`config.mk`:
```
export PLATFORM = sky130hd
export DESIGN_NAME = fir_stream_ctrl
export DESIGN_NICKNAME = d
export VERILOG_FILES = /design/src/rtl/fir_stream_ctrl_pkg.sv /design/src/rtl/fir_stream_ctrl.sv
export SDC_FILE = /design/constraint.sdc
export NUM_CORES = 1
export LEC_CHECK = 0
export BUFFER_PORTS_ARGS = -buffer_cell sky130_fd_sc_hd__clkbuf_2
export CAP_MARGIN = 10
export CORE_MARGIN = 10
export CORE_UTILIZATION = 30
export CTS_CLUSTER_DIAMETER = 120
export DETAILED_ROUTE_END_ITERATION = 7
export GPL_ROUTABILITY_DRIVEN = 0
export PLACE_DENSITY = 0.56
export SLEW_MARGIN = 20
export SYNTH_ARGS = -nofsm -noshare
export SYNTH_HDL_FRONTEND = slang
export SYNTH_SLANG_ARGS = --single-unit
```
`constraint.sdc`:
```
create_clock -name clk -period 4.1 [get_ports clk]
set_input_delay 0.41 -clock clk [delete_from_list [all_inputs] [get_ports clk]]
set_output_delay 0.41 -clock clk [all_outputs]
set_load 0.005 [all_outputs]
```
`src/rtl/fir_stream_ctrl_pkg.sv`:
```
// Shared definitions for the FIR stream controller and its datapath.
package fir_stream_ctrl_pkg;

  // Controller FSM encoding
  typedef enum logic [1:0] {
    IDLE    = 2'd0,
    LOAD    = 2'd1,
    COMPUTE = 2'd2,
    PRESENT = 2'd3
  } state_t;

  // Q8.8 filter coefficients shared with datapath_fir: 0.25, 0.5, 0.25
  localparam int unsigned COEF_FRAC_BITS = 8;
  localparam logic signed [15:0] COEF0 = 16'sd64;
  localparam logic signed [15:0] COEF1 = 16'sd128;
  localparam logic signed [15:0] COEF2 = 16'sd64;

endpackage

```
`src/rtl/fir_stream_ctrl.sv`:
```
// Stream-side controller for the 3-tap FIR datapath: turns a valid/ready
// sample stream into ld_reg/ld_out load sequences and presents each result
// on a valid/ready output stream with warm-up handling and a result counter.
module fir_stream_ctrl #(
  parameter int unsigned DATAWIDTH   = 16,
  parameter int unsigned TAPS        = 3,
  parameter bit          DROP_WARMUP = 1'b1,
  parameter int unsigned CNTWIDTH    = 16
) (
  input  logic                          clk,
  input  logic                          rst,
  input  logic                          in_valid,
  output logic                          in_ready,
  input  logic signed [DATAWIDTH-1:0]   in_data,
  input  logic                          in_last,
  output logic signed [DATAWIDTH-1:0]   dp_x,
  output logic                          dp_ld_reg,
  output logic                          dp_ld_out,
  input  logic signed [2*DATAWIDTH-1:0] dp_y,
  output logic                          out_valid,
  input  logic                          out_ready,
  output logic signed [2*DATAWIDTH-1:0] out_data,
  output logic                          out_last,
  output logic                          out_warm,
  output logic [CNTWIDTH-1:0]           sample_count
);
  import fir_stream_ctrl_pkg::*;

  localparam int unsigned WARMW = (TAPS > 1) ? $clog2(TAPS) : 1;
  localparam logic [WARMW-1:0] WARM_LEN = WARMW'(TAPS - 1);

  state_t           state;
  logic             last_flag;
  logic [WARMW-1:0] warm_cnt;
  logic             is_warm;

  assign is_warm  = (warm_cnt < WARM_LEN);
  // The datapath output register is frozen while presenting, so dp_y is the result.
  assign out_data = dp_y;

  // Accept in IDLE, or in PRESENT in the same cycle the result is taken.
  always_comb begin
    in_ready = 1'b0;
    case (state)
      IDLE:    in_ready = 1'b1;
      PRESENT: in_ready = out_ready;
      default: in_ready = 1'b0;
    endcase
  end

  // Control FSM with registered strobes, result flags and counters.
  always_ff @(posedge clk or posedge rst) begin
    if (rst) begin
      state        <= IDLE;
      dp_x         <= '0;
      dp_ld_reg    <= 1'b0;
      dp_ld_out    <= 1'b0;
      last_flag    <= 1'b0;
      out_valid    <= 1'b0;
      out_last     <= 1'b0;
      out_warm     <= 1'b0;
      sample_count <= '0;
      warm_cnt     <= '0;
    end else begin
      dp_ld_reg <= 1'b0;
      dp_ld_out <= 1'b0;
      case (state)
        IDLE: begin
          if (in_valid) begin
            dp_x      <= in_data;
            last_flag <= in_last;
            dp_ld_reg <= 1'b1;
            state     <= LOAD;
          end
        end
        LOAD: begin
          dp_ld_out <= 1'b1;
          state     <= COMPUTE;
        end
        COMPUTE: begin
          if (is_warm) begin
            warm_cnt <= warm_cnt + 1'b1;
          end
          if (is_warm && DROP_WARMUP) begin
            state <= IDLE;
          end else begin
            out_valid <= 1'b1;
            out_last  <= last_flag;
            out_warm  <= is_warm;
            state     <= PRESENT;
          end
        end
        PRESENT: begin
          if (out_ready) begin
            sample_count <= sample_count + 1'b1;
            out_valid    <= 1'b0;
            out_last     <= 1'b0;
            out_warm     <= 1'b0;
            if (in_valid) begin
              dp_x      <= in_data;
              last_flag <= in_last;
              dp_ld_reg <= 1'b1;
              state     <= LOAD;
            end else begin
              state <= IDLE;
            end
          end
        end
        default: state <= IDLE;
      endcase
    end
  end

endmodule

```
[Word level (Yosys, flattened, before mapping)]
Index checks and enable logic that the tools add are counted.
Word-level totals
  register bits: 42
  latch bits: 0
  RAM bits: 0
  bits in read-only memories: 0
  bits of input ports: 53
  output and inout bits: 70
  logic and storage cells: 50
  memories: 0
Operators by class
  $add $sub $neg: 2
  $mul: 0
  div/mod/pow operators: 0
  $lt $le $gt $ge: 1
  eq/ne operators: 6
  shift-type cells: 0
  mux-type cells: 23
  bitwise logic cells: 0
  reduce and logical (&&, ||, !) cells: 8
Operators with widths (number)
  2-to-1 mux 16 bit: 2
  case mux 16 bit (2 select lines): 1
  adder 16 x 1 -> 16 bit, second input constant: 1
  case mux 1 bit (2 select lines): 6
  2-to-1 mux 1 bit: 10
  case mux 2 bit (4 select lines): 1
  AND reduction 2 bit: 4
  2-to-1 mux 2 bit: 3
  inequality test 2 bit, second input constant: 3
  == test 2 bit, second input constant: 2
  nonzero test 2 bit: 2
  AND reduction 3 bit: 1
  adder 2 x 1 -> 2 bit, second input constant: 1
  == test 2 x 1 -> 1 bit, second input constant: 1
  logical NOT 2 bit: 1
  less-than comparator 2 bit, second input constant: 1

[Logic depth before layout (Yosys ltp)]
Gate-level depths: netlist of run 1.
  depth after elaboration: 3
  depth in mapped cells: 6
  mapped depth without buffers: 5

[Worst setup path after synthesis of run 1]
Ideal clock, no wire load.
  path type: register to register
  start: register state[0]
  end: register dp_x[0]
  setup time: 0.125 ns
  arrival: 1.647 ns
  data required time: 3.975 ns
  slack: 2.328 ns
  cell stages (with the launch flop): 7
  cells stage by stage: dfrtp_1 > inv_1 > ha_1 > nand2b_1 > nor2_8 > buf_6 > mux2_2
Between the ends
  longest elaborated chain between the ends: 3
RTL lines
  from (decl): line fir_stream_ctrl.sv:32  | state_t state;
  from (signal assigned): line fir_stream_ctrl.sv:54  | state <= IDLE;
  from (signal assigned): line fir_stream_ctrl.sv:73  | state <= LOAD;
  from (signal assigned): line fir_stream_ctrl.sv:78  | state <= COMPUTE;
  == test 2 bit / logical NOT 2 bit (equally long branches): line fir_stream_ctrl.sv:67  | case (state)
  inequality test 2 bit (no source line) / nonzero test 2 bit (equally long branches)
  AND reduction 2 bit (no source line)
  to (signal assigned): line fir_stream_ctrl.sv:70  | dp_x <= in_data;
  to (signal assigned): line fir_stream_ctrl.sv:100  | dp_x <= in_data;
  to (decl): line fir_stream_ctrl.sv:16  | output logic signed [DATAWIDTH-1:0] dp_x,
Parallel ways exist; a longest one is shown, timed or not.
A chain may end at the register's enable or synchronous reset.

[Final worst setup path of run 1]
  start: register state[0]
  end: register last_flag
Between the ends
  longest elaborated chain between the ends: 3
RTL lines
  == test 2 bit / logical NOT 2 bit (equally long branches): line fir_stream_ctrl.sv:67
  inequality test 2 bit (no source line) / nonzero test 2 bit (equally long branches)
  AND reduction 2 bit (no source line)
  to (signal assigned): line fir_stream_ctrl.sv:71  | last_flag <= in_last;
  to (signal assigned): line fir_stream_ctrl.sv:101  | last_flag <= in_last;
  to (decl): line fir_stream_ctrl.sv:33  | logic last_flag;
Parallel ways exist; a longest one is shown, timed or not.

==> flow_summary.yaml, run 1 <==
final_layout:
  final_cell_mix: "clkbuf_2, dfrtp_1, mux2_2, nand2_1"
  n_fill_cell: 714
  fin_cells: 288
  multi_input_area_um2: 761
  syn_to_final_growth_pct: 10.8
  nNetsFinal: 268
  layout_commonest_cell: "clkbuf_2"
  antenna_cells: 0
  drive_gt1_share_pct: 42.8
  regArea_um2: 1030
  top_regs: "dp_x x16, sample_count x16"
place:
  dp_hpwl_mm: 3.17
  place_ws_ns: 2.21
  dp.cells: 281
  portBuffers: 57
synth:
  yosys-top-cells-area: "dfrtp_1, buf_4, mux2_2, ha_1, xnor2_1"
  synth.distinct_cells: 30
  yosys.area.top_type: "dfrtp_1"
  yosysSeqAreaShare_pct: 49.3
  synthesis.yosys.warnings: 0
  synth_area_um2: 2080
  synthesis.instances: 177
  synth_top_area_share_pct: 49.3
  syn-num-nets: 237
  synth-seq-cells: 41
  avgSynthCellArea_um2: 11.7
routing:
  viasPerCell: 4.28
  post_drt_wl_per_cell_um: 14.2
  ant_nets: 0
  vias: 1233
  wirelength_mm: 4.08
  first_pass_iters: 4
  dr.first_iter.drc_count: 35
  drc: 0
job:
  maxCapViolations: 0
sta:
  fin_worst_skew_ns: 0.00678
  layout_min_cycle_time_ns: 1.86
  worstMarginPinSlew_ns: 0.528
  post-route-period-util_pct: 45.4
  rsz0062_at_grt: "no"
  timing.setup.tns_ns: 0
  setup_ws_ns: 2.24
  max_freq_mhz: 538
  setup_viol: 0
  final-max-slew-violation-count: 0
  relSlewSlack_pct: 64.8
  hold_violations: 0
critical_path:
  start_kind: "flop"
  critical_path_required_ns: 4.27
  criticalPathCategory: "flop to flop"
  cp-end-kind: "flop"
  cp_max_fo: 17
  crit_arrival_ns: 2.03
global_route:
  overflow: 0
  grt_pass1_wl_mm: 6.59
  grt_max_degree: 42
  grt_pass1_vias: 1342
  top_usage_layer: "met2"
  use_met1_pct: 8.76
  use_met3_pct: 3.52
  track_usage_pct: 7.89
  antenna_found_initial: 0
  use_met2_pct: 13.1
die:
  design.portCount: 123
  fp.dieH_um: 103
  num_rows: 30
  die_width_um: 103
  core-area_um2: 6760
  start_util_pct: 30.8
  die_area_um2: 10700
clock_network:
  cts_made_buffers: 5
  hold_buffers: 0
  post_cts_buffers: 0
  root_buffer: "clkbuf_8"
  cts_tree: "built"
  clockBufferDepth: 2
  cts_resized: 0
  path_clk_slew_ns: 0.08
  clkSinkCount: 41
  cts_max_level: 2
  clock_latency_ns: 0.28
hold_path:
  hp-class: "input port to async pin"
pwr:
  peakVddDrop_mv: 0.251
  power.static_leakage_nw: 1.14
  powerDensity_nw_per_um2: 636
  total_power_w: 0.00147
run_status:
  outcome: "complete, no violations"
-- final cells by class --
cell class | instances | area share (%)
sequential | 41 | 44.5
timing repair buffer | 58 | 12.7
clock buffer | 6 | 3.59
inverter | 9 | 1.47
clock inverter | 1 | 0.326
tap | 80 | 4.35
multi-input combinational | 93 | 33.0
-- cells by family after synthesis --
family | after synthesis | share of synthesized area, %
compound gates | 12 | 3.31
xor+xnor | 16 | 6.74
fa+ha+maj | 7 | 4.21
buf+inv | 43 | 14.1
flops | 41 | 49.3
mux | 19 | 10.2
other cells | 1 | 0.180
simple gates | 38 | 11.9
-- cells in the mapped netlist --
cell and number:
a21o_1 1, a21oi_1 5, a31oi_1 2, and2_1 1
and2b_4 1, and3_1 1, and4_1 1, and4_4 1
buf_4 33, buf_6 1, conb_1 1, dfrtp_1 41
ha_1 7, inv_1 9, mux2_2 18, mux2i_1 1
nand2_1 10, nand2b_1 2, nand3_1 4, nand3_4 1
nand4_1 1, nand4_4 1, nor2_1 9, nor2_8 1
nor3_1 3, nor4_4 1, o21ai_0 3, o32ai_1 1
xnor2_1 9, xor2_1 7
-- worst paths after layout --
| check | startpoint | slack [ns] | cells past startpoint | endpoint |
|---|---|---|---|---|
| max | state[0] | 2.24 | 5 | last_flag |
| min | rst | 0.23 | 3 | dp_x[6] |
| max reg2reg | state[0] | 2.24 | 5 | last_flag |
| min reg2reg | sample_count[15] | 0.47 | 1 | sample_count[15] |
| max in group asynchronous | rst | 3.51 | 3 | state[0] |
| min in group clk | in_data[2] | 0.35 | 2 | dp_x[2] |
-- stage by stage --
stage | hold slack, ns | area (um2) | util, %
global placement | 0.458 | 2210 | 32.8
CTS | 0.245 | 2300 | 34.1
global route | 0.267 | 2300 | 34.1
finish | 0.225 | 2300 | 34.1
detailed placement | 0.464 | 2210 | 32.8
floorplan | 0.446 | 2080 | -
-- power breakdown --
| part | switching, W | leakage, nW | internal, W | total (W) |
|---|---|---|---|---|
| clock | 0.000133 | 0.0433 | 0.000133 | 0.000266 |
| sequential | 0.000102 | 0.500 | 0.000547 | 0.000649 |
| combinational | 0.000255 | 0.599 | 0.000295 | 0.000550 |
| total | 0.000490 | 1.14 | 0.000975 | 0.00147 |
-- per-layer routing --
layer / wire [um] / vias to the layer above
met3: 379 / 4
met1: 1690 / 580
met5: 0 / -
li1: - / 610
met2: 1980 / 39
met4: 29 / 0
-- critical path, stage by stage (launching register included) --
cell and delay [ns]:
dfrtp_1 0.43, inv_1 0.11, ha_1 0.31, nand2b_1 0.23
nor2_8 0.29, mux2_2 0.38
Power figures use the tool's default switching activity.
==> run 2: changes to the inputs <==
--- a/config.mk
+++ b/config.mk
@@ -12,7 +12,7 @@
 export CTS_CLUSTER_DIAMETER = 120
 export DETAILED_ROUTE_END_ITERATION = 7
 export GPL_ROUTABILITY_DRIVEN = 0
-export PLACE_DENSITY = 0.56
+export PLACE_DENSITY = 0.58
 export SLEW_MARGIN = 20
 export SYNTH_ARGS = -nofsm -noshare
 export SYNTH_HDL_FRONTEND = slang
==> constraint.sdc (replaced) <==
create_clock -name clk -period 1.7 [get_ports clk]
set_input_delay 0.17 -clock clk [delete_from_list [all_inputs] [get_ports clk]]
set_output_delay 0.17 -clock clk [all_outputs]
set_load 0.005 [all_outputs]
==> run 2 against run 1 <==
Compared with the run above:
- sequential share of layout area down 1.7 points
- clock power rose to 3.0 times the previous value
- count of clock-buffer cells in the layout up 1
- combinational power rose to 2.8 times the previous value
- via count up 3.1%
- highest routed layer unchanged
- die area unchanged
- core utilization up 1.4 points
- critical path type unchanged
- sequential power up 140%
- critical path depth up 1
- power rose to 2.7 times the previous value
==> flow_summary.yaml, run 2 (synthesized netlist as in run 1, its figures left out) <==
hold_path:
  whs_path_depth: 2
  hp-class: "input port to flop"
die:
  die_width_um: 103
  die_area_um2: 10700
  core-area_um2: 6760
  num_rows: 30
  fp.dieH_um: 103
  design.portCount: 123
  start_util_pct: 30.8
routing:
  drc: 0
  first_pass_iters: 4
  viasPerCell: 4.31
  ant_nets: 0
  post_drt_wl_per_cell_um: 14.6
  wirelength_mm: 4.32
  vias: 1271
  dr.first_iter.drc_count: 37
clock_network:
  clockBufferDepth: 2
  clkSinkCount: 41
  clock_latency_ns: 0.29
  path_clk_slew_ns: 0.08
  cts_tree: "built"
  root_buffer: "clkbuf_8"
  cts_max_level: 2
  cts_made_buffers: 5
global_route:
  top_usage_layer: "met2"
  grt_pass1_wl_mm: 7.00
  track_usage_pct: 8.44
  use_met3_pct: 4.25
  use_met1_pct: 9.40
  use_met2_pct: 13.7
  overflow: 0
  grt_pass1_vias: 1364
  grt_max_degree: 42
  antenna_found_initial: 0
final_layout:
  fin_cells: 295
  antenna_cells: 0
  syn_to_final_growth_pct: 15.3
  layout_commonest_cell: "clkbuf_2"
  final_cell_mix: "clkbuf_2, dfrtp_1, mux2_2, nand2_1"
  nNetsFinal: 274
  top_regs: "dp_x x16, sample_count x16"
  fin_area_um2: 2400
  drive_gt1_share_pct: 45.1
sta:
  relSlewSlack_pct: 64.6
  setup_viol: 0
  hold_violations: 0
  layout_min_cycle_time_ns: 1.65
  fin_worst_skew_ns: 0.00749
  rsz0062_at_grt: "no"
  worstMarginPinSlew_ns: 0.531
  post-route-period-util_pct: 96.9
  final-max-slew-violation-count: 0
  timing.setup.tns_ns: 0
  max_freq_mhz: 607
critical_path:
  critical_path.max_stage_delay_ns: 0.39
  start_kind: "flop"
  cp_max_fo: 13
  criticalPathCategory: "flop to flop"
  slowest_stage: "dfrtp_1"
  cp_cell_sequence: "inv_2 > ha_1 > nand2b_4 > nor2_8 > buf_12 > mux2_2"
  crit_arrival_ns: 1.82
  critical_path_required_ns: 1.87
  cp-end-kind: "flop"
  reg2reg_depth: 6
pwr:
  powerDensity_nw_per_um2: 1620
  power.static_leakage_nw: 1.19
  peakVddDrop_mv: 0.480
place:
  portBuffers: 57
  place_area_um2: 2240
  dp_hpwl_mm: 3.31
  dp.cells: 284
run_status:
  outcome: "complete, no violations"
job:
  maxCapViolations: 0
-- run 2: cell types whose count changed in the layout (fill, tap and decap cells not counted), sizes merged --
cell and change:
clkbuf +1, buf +5, bufinv +1, dlygate4sd3 +1, clkinvlp -1
-- run 2: cell type report --
cell class,instances,area [um2]
multi-input combinational,93,768
tap,80,100
sequential,41,1030
inverter,9,33.8
timing repair buffer,64,353
fill,682,4360
clock inverter,1,30.0
clock buffer,7,86.3
-- run 2: repair_timing --
action                                  in CTS  in global routing
hold buffers                                 1                  0
buffers inserted                             2                  0
gates resized for setup                      0                  1
endpoints found under the setup margin      17                 17
pin swaps                                    1                  0
hold endpoints to repair                     6                  0
-- run 2: path summary, 6_finish.rpt --
check,slack [ns],end,startpoint
max,0.05,dp_x[6],state[0]
min,0.11,dp_x[9],in_data[9]
max reg2reg,0.05,dp_x[6],state[0]
min reg2reg,0.47,sample_count[15],sample_count[15]
max in group asynchronous,0.79,dp_ld_reg,rst
min in group asynchronous,0.54,dp_x[4],rst
-- run 2: per-stage QoR --
step / setup WS [ns] / utilization, % / power, W / hold WS (ns)
3_5_place_dp: -0.0607 / 33.2 / 0.00307 / 0.312
3_3_place_gp: 0.0128 / 33.2 / 0.00301 / 0.304
4_1_cts: 0.0421 / 35.5 / 0.00396 / 0.0987
6_report: 0.0526 / 35.5 / 0.00388 / 0.111
2_1_floorplan: 0.00800 / - / 0.00253 / 0.319
5_1_grt: 0.0107 / 35.5 / 0.00419 / 0.0962
-- run 2: report_power, final --
part	switching [W]	internal [W]	total, W	leakage, nW
clock	0.000329	0.000479	0.000808	0.0585
sequential	0.000232	0.00132	0.00155	0.500
combinational	0.000682	0.000842	0.00152	0.636
-- run 2: metal layers --
layer  vias up  wire (um)
met3         8        441
met5         -          0
met4         0         63
met2        46       2030
met1       597       1780
li1        620          -
-- run 2: worst max-delay path: cells and delay by family, from the launching register on --
kind | cells | cell delay [ns]
fa+ha+maj | 1 | 0.31
buf+inv | 2 | 0.22
flops | 1 | 0.39
mux | 1 | 0.34
simple gates | 2 | 0.27
